File: src/rtl/uart_pkg.sv
// ============================================================================
//  uart_pkg : shared UART constants and receiver state encodings
//  Rev 1.0  : initial release
// ============================================================================
`default_nettype none

package uart_pkg;

    localparam int UART_DATA_BITS    = 8;
    localparam int UART_CLKS_PER_BIT = 434;  // 50 MHz / 115200 baud, shared with the send path

    localparam logic [2:0] RX_IDLE  = 3'd0;
    localparam logic [2:0] RX_START = 3'd1;
    localparam logic [2:0] RX_DATA  = 3'd2;
    localparam logic [2:0] RX_STOP  = 3'd3;
    localparam logic [2:0] RX_BREAK = 3'd4;

    typedef enum logic [2:0] {
        S_IDLE  = RX_IDLE,
        S_START = RX_START,
        S_DATA  = RX_DATA,
        S_STOP  = RX_STOP,
        S_BREAK = RX_BREAK
    } rx_state_e;

endpackage

`default_nettype wire

File: src/rtl/uart_rx_sync.sv
// ============================================================================
//  uart_rx_sync : two-flop synchroniser for the serial line, preset to idle
//                 high, with a registered falling-edge detect
//  Rev 1.0      : initial release
// ============================================================================
`default_nettype none

module uart_rx_sync (
    input  logic clk,
    input  logic reset,
    input  logic rxd_i,
    output logic rxs_o,
    output logic fall_o
);

    logic meta_q;
    logic sync_q;
    logic fall_q;

    // fall_q is aligned with the first low cycle of sync_q
    always_ff @(posedge clk or negedge reset) begin
        if (!reset) begin
            meta_q <= 1'b1;
            sync_q <= 1'b1;
            fall_q <= 1'b0;
        end else begin
            meta_q <= rxd_i;
            sync_q <= meta_q;
            fall_q <= sync_q & ~meta_q;
        end
    end

    assign rxs_o  = sync_q;
    assign fall_o = fall_q;

endmodule

`default_nettype wire

File: src/rtl/uart_rx_responder.sv
// ============================================================================
//  uart_rx_responder : 8N1 UART receiver with one-byte holding buffer and a
//                      start/finish/return call interface for the HLS core
//  Rev 1.0           : initial release
// ============================================================================
`default_nettype none

module uart_rx_responder
    import uart_pkg::*;
#(
    parameter int CLKS_PER_BIT = UART_CLKS_PER_BIT,
    parameter int CNT_W        = 16
) (
    input  logic                      clk,
    input  logic                      reset,
    input  logic                      start,
    output logic                      finish,
    output logic [UART_DATA_BITS-1:0] return_o,
    input  logic                      clear_err,
    output logic                      framing_err,
    output logic                      overrun,
    input  logic                      UART_RXD
);

    localparam logic [CNT_W-1:0] C_HALF     = CNT_W'(CLKS_PER_BIT / 2);
    localparam logic [CNT_W-1:0] C_LAST     = CNT_W'(CLKS_PER_BIT - 1);
    localparam logic [2:0]       C_IDX_LAST = 3'(UART_DATA_BITS - 1);

    logic w_rxs;
    logic w_fall;

    uart_rx_sync u_sync (
        .clk    (clk),
        .reset  (reset),
        .rxd_i  (UART_RXD),
        .rxs_o  (w_rxs),
        .fall_o (w_fall)
    );

    rx_state_e                 state_q, state_d;
    logic [CNT_W-1:0]          cnt_q, cnt_d;
    logic [2:0]                idx_q, idx_d;
    logic [UART_DATA_BITS-1:0] shift_q, shift_d;
    logic [UART_DATA_BITS-1:0] buf_q, buf_d;
    logic [UART_DATA_BITS-1:0] ret_q, ret_d;
    logic                      full_q, full_d;
    logic                      armed_q, armed_d;
    logic                      finish_q, finish_d;
    logic                      ferr_q, ferr_d;
    logic                      ovr_q, ovr_d;

    logic w_done;
    logic w_ferr_set;
    logic w_armed;
    logic w_fire;

    always_ff @(posedge clk or negedge reset) begin
        if (!reset) begin
            state_q  <= S_IDLE;
            cnt_q    <= '0;
            idx_q    <= '0;
            shift_q  <= '0;
            buf_q    <= '0;
            ret_q    <= '0;
            full_q   <= 1'b0;
            armed_q  <= 1'b0;
            finish_q <= 1'b0;
            ferr_q   <= 1'b0;
            ovr_q    <= 1'b0;
        end else begin
            state_q  <= state_d;
            cnt_q    <= cnt_d;
            idx_q    <= idx_d;
            shift_q  <= shift_d;
            buf_q    <= buf_d;
            ret_q    <= ret_d;
            full_q   <= full_d;
            armed_q  <= armed_d;
            finish_q <= finish_d;
            ferr_q   <= ferr_d;
            ovr_q    <= ovr_d;
        end
    end

    always_comb begin
        state_d    = state_q;
        cnt_d      = cnt_q + CNT_W'(1);
        idx_d      = idx_q;
        shift_d    = shift_q;
        w_done     = 1'b0;
        w_ferr_set = 1'b0;
        unique case (state_q)
            S_IDLE: begin
                cnt_d = '0;
                if (w_fall) state_d = S_START;
            end
            S_START: begin
                if (cnt_q == C_HALF) begin
                    cnt_d   = '0;
                    idx_d   = '0;
                    state_d = w_rxs ? S_IDLE : S_DATA;
                end
            end
            S_DATA: begin
                if (cnt_q == C_LAST) begin
                    cnt_d          = '0;
                    shift_d[idx_q] = w_rxs;
                    idx_d          = idx_q + 3'd1;
                    if (idx_q == C_IDX_LAST) state_d = S_STOP;
                end
            end
            S_STOP: begin
                if (cnt_q == C_LAST) begin
                    cnt_d = '0;
                    if (w_rxs) begin
                        w_done  = 1'b1;
                        state_d = S_IDLE;
                    end else begin
                        w_ferr_set = 1'b1;
                        state_d    = S_BREAK;
                    end
                end
            end
            S_BREAK: begin
                cnt_d = '0;
                if (w_rxs) state_d = S_IDLE;
            end
            default: state_d = S_IDLE;
        endcase
    end

    // A completing byte counts as available this cycle so finish follows it by one clock
    assign w_armed = armed_q | start;
    assign w_fire  = w_armed & (full_q | w_done);

    always_comb begin
        armed_d  = w_armed & ~w_fire;
        finish_d = w_fire;
        full_d   = full_q;
        buf_d    = buf_q;
        ret_d    = ret_q;
        if (w_fire) begin
            ret_d  = full_q ? buf_q : shift_q;
            full_d = full_q & w_done;
            if (full_q & w_done) buf_d = shift_q;
        end else if (w_done && !full_q) begin
            full_d = 1'b1;
            buf_d  = shift_q;
        end
        ferr_d = w_ferr_set | (ferr_q & ~clear_err);
        ovr_d  = (w_done & full_q & ~w_fire) | (ovr_q & ~clear_err);
    end

    assign finish      = finish_q;
    assign return_o    = ret_q;
    assign framing_err = ferr_q;
    assign overrun     = ovr_q;

endmodule

`default_nettype wire

File: config.mk
export PLATFORM = sky130hd
export DESIGN_NAME = uart_rx_responder
export DESIGN_NICKNAME = d
export VERILOG_FILES = /design/src/rtl/uart_pkg.sv /design/src/rtl/uart_rx_sync.sv /design/src/rtl/uart_rx_responder.sv
export SDC_FILE = /design/constraint.sdc
export NUM_CORES = 1
export LEC_CHECK = 0
export CAP_MARGIN = 20
export CORE_MARGIN = 8
export CORE_UTILIZATION = 30
export CTS_CLUSTER_DIAMETER = 150
export DETAILED_ROUTE_END_ITERATION = 10
export HOLD_SLACK_MARGIN = 0.03
export REMOVE_ABC_BUFFERS = 1
export SYNTH_ARGS = -nofsm -noshare
export SYNTH_HDL_FRONTEND = slang
export SYNTH_SLANG_ARGS = --single-unit
File: constraint.sdc
create_clock -name clk -period 2.5 [get_ports clk]
set_input_delay 0.25 -clock clk [delete_from_list [all_inputs] [get_ports clk]]
set_output_delay 0.25 -clock clk [all_outputs]
set_load 0.02 [all_outputs]
# Word level (Yosys, flattened, before mapping)

Cells that the tools add are included.

RAM bits: 0
Bits in registers: 54
Latch bits: 0
Output and inout bits: 11
ROM bits: 0
Memories kept: 0

Shift operators: 0
Reduce and logical (&&, ||, !) cells: 12
Muxes and demuxes: 30
Div/mod/pow operators: 0
Eq/ne operators: 14
Add/sub/neg operators: 2
Multipliers: 0
Bitwise operators: 14
Order comparisons: 2

Operator list:

| kind                                                        | number |
|---|---|
| one-hot mux 16 bit (3 select lines)                         | 1 |
| two-way mux 16 bit                                          | 2 |
| two-way mux 8 bit                                           | 4 |
| two-way mux 3 bit                                           | 9 |
| adder 16 x 1 -> 16 bit (second input constant)              | 1 |
| == test 16 x 8 -> 1 bit (second input constant)             | 1 |
| == test 16 x 9 -> 1 bit (second input constant)             | 1 |
| one-hot mux 3 bit (5 select lines)                          | 1 |
| two-way mux 1 bit                                           | 9 |
| bitwise mux 8 bit                                           | 1 |
| inequality test 2 bit (second input constant)               | 4 |
| AND 1 bit                                                   | 7 |
| == test 3 x 2 -> 1 bit (second input constant)              | 2 |
| == test 3 bit (second input constant)                       | 2 |
| inequality test 2 x 1 -> 1 bit (second input constant)      | 3 |
| one-hot mux 3 bit (2 select lines)                          | 1 |
| AND reduction 6 bit                                         | 1 |
| less-than comparator 3 x 4 -> 1 bit (second input constant) | 1 |
| bitwise OR 1 bit                                            | 4 |
| AND reduction 2 bit                                         | 2 |
| nonzero test 2 bit                                          | 2 |
| OR reduction 2 bit                                          | 2 |
| adder 3 x 1 -> 3 bit (second input constant)                | 1 |
| demux 1 bit (select 3 bit)                                  | 1 |
| 8 further kinds                                             | 11 |

# Logic depth before layout (Yosys ltp)

Depth after elaboration: 8
Gate-level depth with buffers: 7

# By module

From an unflattened synthesis, not the netlist that was laid out.

Cell total of the unflattened synthesis: 253
Area, all modules: 2798.9 um^2

By module, submodules not included:

| module            | cells each | area an instance (um^2) | times used |
|---|---|---|---|
| uart_rx_responder | 249        | 2707.6                  | 1 |
| uart_rx_sync      | 4          | 91.3                    | 1 |

# Least setup slack after synthesis

Ideal clock, no wire load.

Path type: register to register
From: register cnt_q[1]
To: register state_q[1]
Stages on the path, launching flop included: 8
Required time: 2373 ps
Arrival: 1899 ps
Period minus slack after synthesis: 2026 ps
Path buffers: 1
Path slack: 474 ps
Library setup time: 127 ps
Path through: dfrtp_1 > inv_1 > ha_1 > or4b_4 > or3_1 > buf_2 > o31ai_1 > a21oi_1

Word-level cells in the longest chain between the ends: 3
Elaborated cells between the ends (all ways): 6
Those cells by class: 5 x eq/ne; 1 x reduce/logical

RTL lines:

| what                                                                      | RTL line                                                                    | text |
|---|---|---|
| start: declaration                                                        | uart_rx_responder.sv:41                                                     | `logic [CNT_W-1:0] cnt_q, cnt_d;` |
| start signal: assignment                                                  | uart_rx_responder.sv:72                                                     | `cnt_q <= cnt_d;` |
| == test 16 x 9 -> 1 bit / == test 16 x 8 -> 1 bit (equally long branches) | uart_rx_responder.sv:105, uart_rx_responder.sv:113, uart_rx_responder.sv:98 |  |
| inequality test 2 bit (no line)                                           | --                                                                          |  |
| AND reduction 6 bit (no line) *                                           | --                                                                          |  |
| end signal: assignment                                                    | uart_rx_responder.sv:71                                                     | `state_q <= state_d;` |
| end: declaration                                                          | uart_rx_responder.sv:40                                                     | `rx_state_e state_q, state_d;` |

Mark *: on every way between the ends. The rest lies on a longest branch, timed or not.
A chain may end at the register's enable or synchronous reset.

# Worst setup path in the final report

From: register cnt_q[1]
To: register state_q[2]

Same word-level chain as after synthesis.

==> out/results.md <==
Global routing
* remaining global-route overflow: 0
* maximum number of pins on one net before global-route repair: 28
* global-route usage over all layers: 0.101
* via count of the first global-routing pass: 2116
* number of antenna violations at the first check in global routing: 0
* wire length of the first global-routing pass: 10700 µm

Power and ir drop
* power per cell area: 599 mW/mm²
* Leakage Power: 1.26 nW
* Net Sw Frac: 0.295
* Pwr Total: 1.94 mW
* internal portion of total power: 1.37 mW
* share of total power in sequential cells: 0.532
* part of the total power dissipated in the clock network: 0.314
* relative contribution of combinational cells to total power: 0.154
* highest ir drop seen on vdd: 0.372 mV
* Switch Pwr: 0.571 mW

Min path
* worst hold-check path type: in -> reg

Critical path
* worst setup path category: reg -> reg
* data arrival at the endpoint of the critical path: 2530 ps
* Worst Setup End Kind: flop
* required time reported for the critical path endpoint: 2740 ps
* critical path peak fanout: 13
* CP startpoint kind: flop

Finish
* most frequent cells in the layout: dfrtp_1 (52), nor3_1 (25), mux2_2 (14), clkdlybuf4s50_1 (14)
* post-route cell area: 0.00324 mm²
* Inserted Diodes: 0
* commonest non-fill, non-tap cell in the layout: dfrtp_1
* layout cells sized above 1: 0.166
* Area Overhead vs Synth: 14.8%
* Final Core Density: 0.352
* count of nets after finishing: 291

Detailed routing
* via/cell ratio: 5.49
* remaining routing DRC violations: 0
* total length of routed wires: 6130 µm
* wire per inst: 15.6 µm
* Pre-antenna DRT Iters: 5
* DRT antenna net count: 0
* number of vias in the routed layout: 2165
* count of routing violations after the opening detailed-route iteration: 90

Clock tree
* Post-CTS Setup Bufs: 0
* largest buffer count on any clock path: 2
* Clock transition at path regs: 100 ps
* insertion delay of the later-clocked pin in the worst-skew pair: 310 ps
* number of gates given a new drive strength after cts: 0
* Root Driver: clkbuf_8
* number of levels the H-tree was split into: 2
* clock sink count: 54
* post-cts hold buffer count: 1
* CTS tree: yes
* number of buffers added by the clock tree synthesis step: 5

Placed design
* HPWL after DPL: 4340 µm
* IO Port Bufs: 15
* area of placed instances: 0.00311 mm²
* gp weighted congestion: 0.817

STA
* Post-Route Setup TNS: 0 ps
* remaining max-slew budget at the tightest pin: 0.497
* Pins Over Slew Limit: 0
* setup repair after global routing missed its margin: no
* Worst Clk Skew: 11.7 ps
* final cycle utilization of the critical path: 0.917
* final critical path time including I/O delays and setup: 2290 ps
* Tightest Pin Transition: 751 ps
* peak clock frequency supported by timing: 0.436 GHz
* final hold violations: 0
* count of endpoints failing setup in the final report: 0
* Worst Hold Margin: 337 ps

Yosys
* register area share after synthesis: 0.480
* Async SR Flop Fraction: 1.00
* Netlist Area Pre-Place: 0.00282 mm²
* Distinct cells, synth: 53
* number of synthesized register bits: 54
* top area cells in the synthesized netlist: dfrtp_1 (46%), mux2_2 (5.6%), nor3_1 (4.4%)
* fraction of synthesized cell area taken by the top area cell type: 0.462
* post-synthesis average cell area: 10.6 µm²
* number of instances in the synthesized netlist: 265
* total of warnings raised by yosys: 0
* cell taking the most area after synthesis: dfrtp_1
* Post-synth EDFFs: 0
* dominant synthesized flop cell: dfrtp_1

Die
* area of the core region: 0.00920 mm²
* number of rows created at floorplan: 35
* I/O pins: 16
* starting density of the core: 0.306
* die footprint: 0.0127 mm²
* die extent in x: 113 µm
* vertical extent of the die: 113 µm

Flow run
* MaxCap Viol Count: 0

Status
* run status: complete, no violations

cell type report:
cell class	count	area (µm²)
clock inverter	3	47.5
fill	928	5960
multi-input combinational	185	1360
inverter	10	37.5
timing repair buffer	26	230
clock buffer	5	68.8
sequential	54	1350
tap	111	139
path summary, 6_finish.rpt:
path                               startpoint            end  slack [ps]  depth (start not counted)
min in group asynchronous               reset      cnt_q[10]         490                          2
max in group asynchronous               reset     shift_q[7]        1370                          3
worst min-delay path                 UART_RXD  u_sync.meta_q         340                          1
worst max register to register       cnt_q[1]     state_q[2]         210                          6
worst max-delay path                 cnt_q[1]     state_q[2]         210                          6
worst min register to register  u_sync.meta_q   u_sync.rxs_o         370                          0
power by group through the flow:
stage / clock network (mW) / registers (mW) / logic (mW)
after floorplan: 0 / 1.02 / 0.205
after global placement: 0 / 1.04 / 0.295
after detailed placement: 0 / 1.05 / 0.299
after CTS: 0.629 / 1.03 / 0.303
after global routing: 0.661 / 1.05 / 0.335
final: 0.609 / 1.03 / 0.299
kinds of logic (layout without fill, tap and decap cells):
logic type | Yosys count | count (layout) | share of synthesized area
AND/OR/NAND/NOR | 98 | 98 | 0.215
flip-flops | 54 | 54 | 0.480
AO/OA/AOI/OAI | 50 | 50 | 0.131
buffers and inverters | 26 | 44 | 0.0373
multiplexers | 18 | 18 | 0.0710
XOR/XNOR | 14 | 14 | 0.0435
adder cells (fa/ha/maj) | 5 | 5 | 0.0213
synth_stat cells (all sizes together), types with 5 or more instances:
library cell  instances
o21ai                10
o2111ai               9
mux2                 16
a22oi                 8
o211ai                8
nor3                 26
nand2                 9
xnor2                 9
nand3b               10
nand3                10
inv                  10
nor2                  7
nor4                  7
clkbuf               12
xor2                  5
nor2b                 9
dfrtp                52
critical path: stages (launching register included):
cell	delay, ps
dfrtp_1	430
inv_1	70
ha_1	130
or4b_4	490
or3_1	560
or3_1	410
a21oi_1	140
sequential cells by signal, indices dropped and copies added, names as in the netlist:
name / flops
buf_q: 8
finish: 1
state_q: 3
return_o: 8
full_q: 1
shift_q: 8
u_sync.meta_q: 1
armed_q: 1
idx_q: 3
cnt_q: 16
framing_err: 1
u_sync.rxs_o: 1
overrun: 1
u_sync.fall_o: 1
per-layer routing:
layer	GRT usage	vias to the layer above	share of wire
met2	0.165	36	0.46
met5	0	-	0
li1	-	1030	-
met3	0.0202	9	0.035
met1	0.132	1090	0.49
met4	0.0293	0	0.013
metrics by stage:
step | instances | setup slack, ps
final | 394 | 208
after global routing | 394 | 115
after detailed placement | 385 | 211
after global placement | 385 | 242
after floorplan | 249 | 106
after CTS | 394 | 192
No activity file was read; power rests on OpenSTA's default activity.
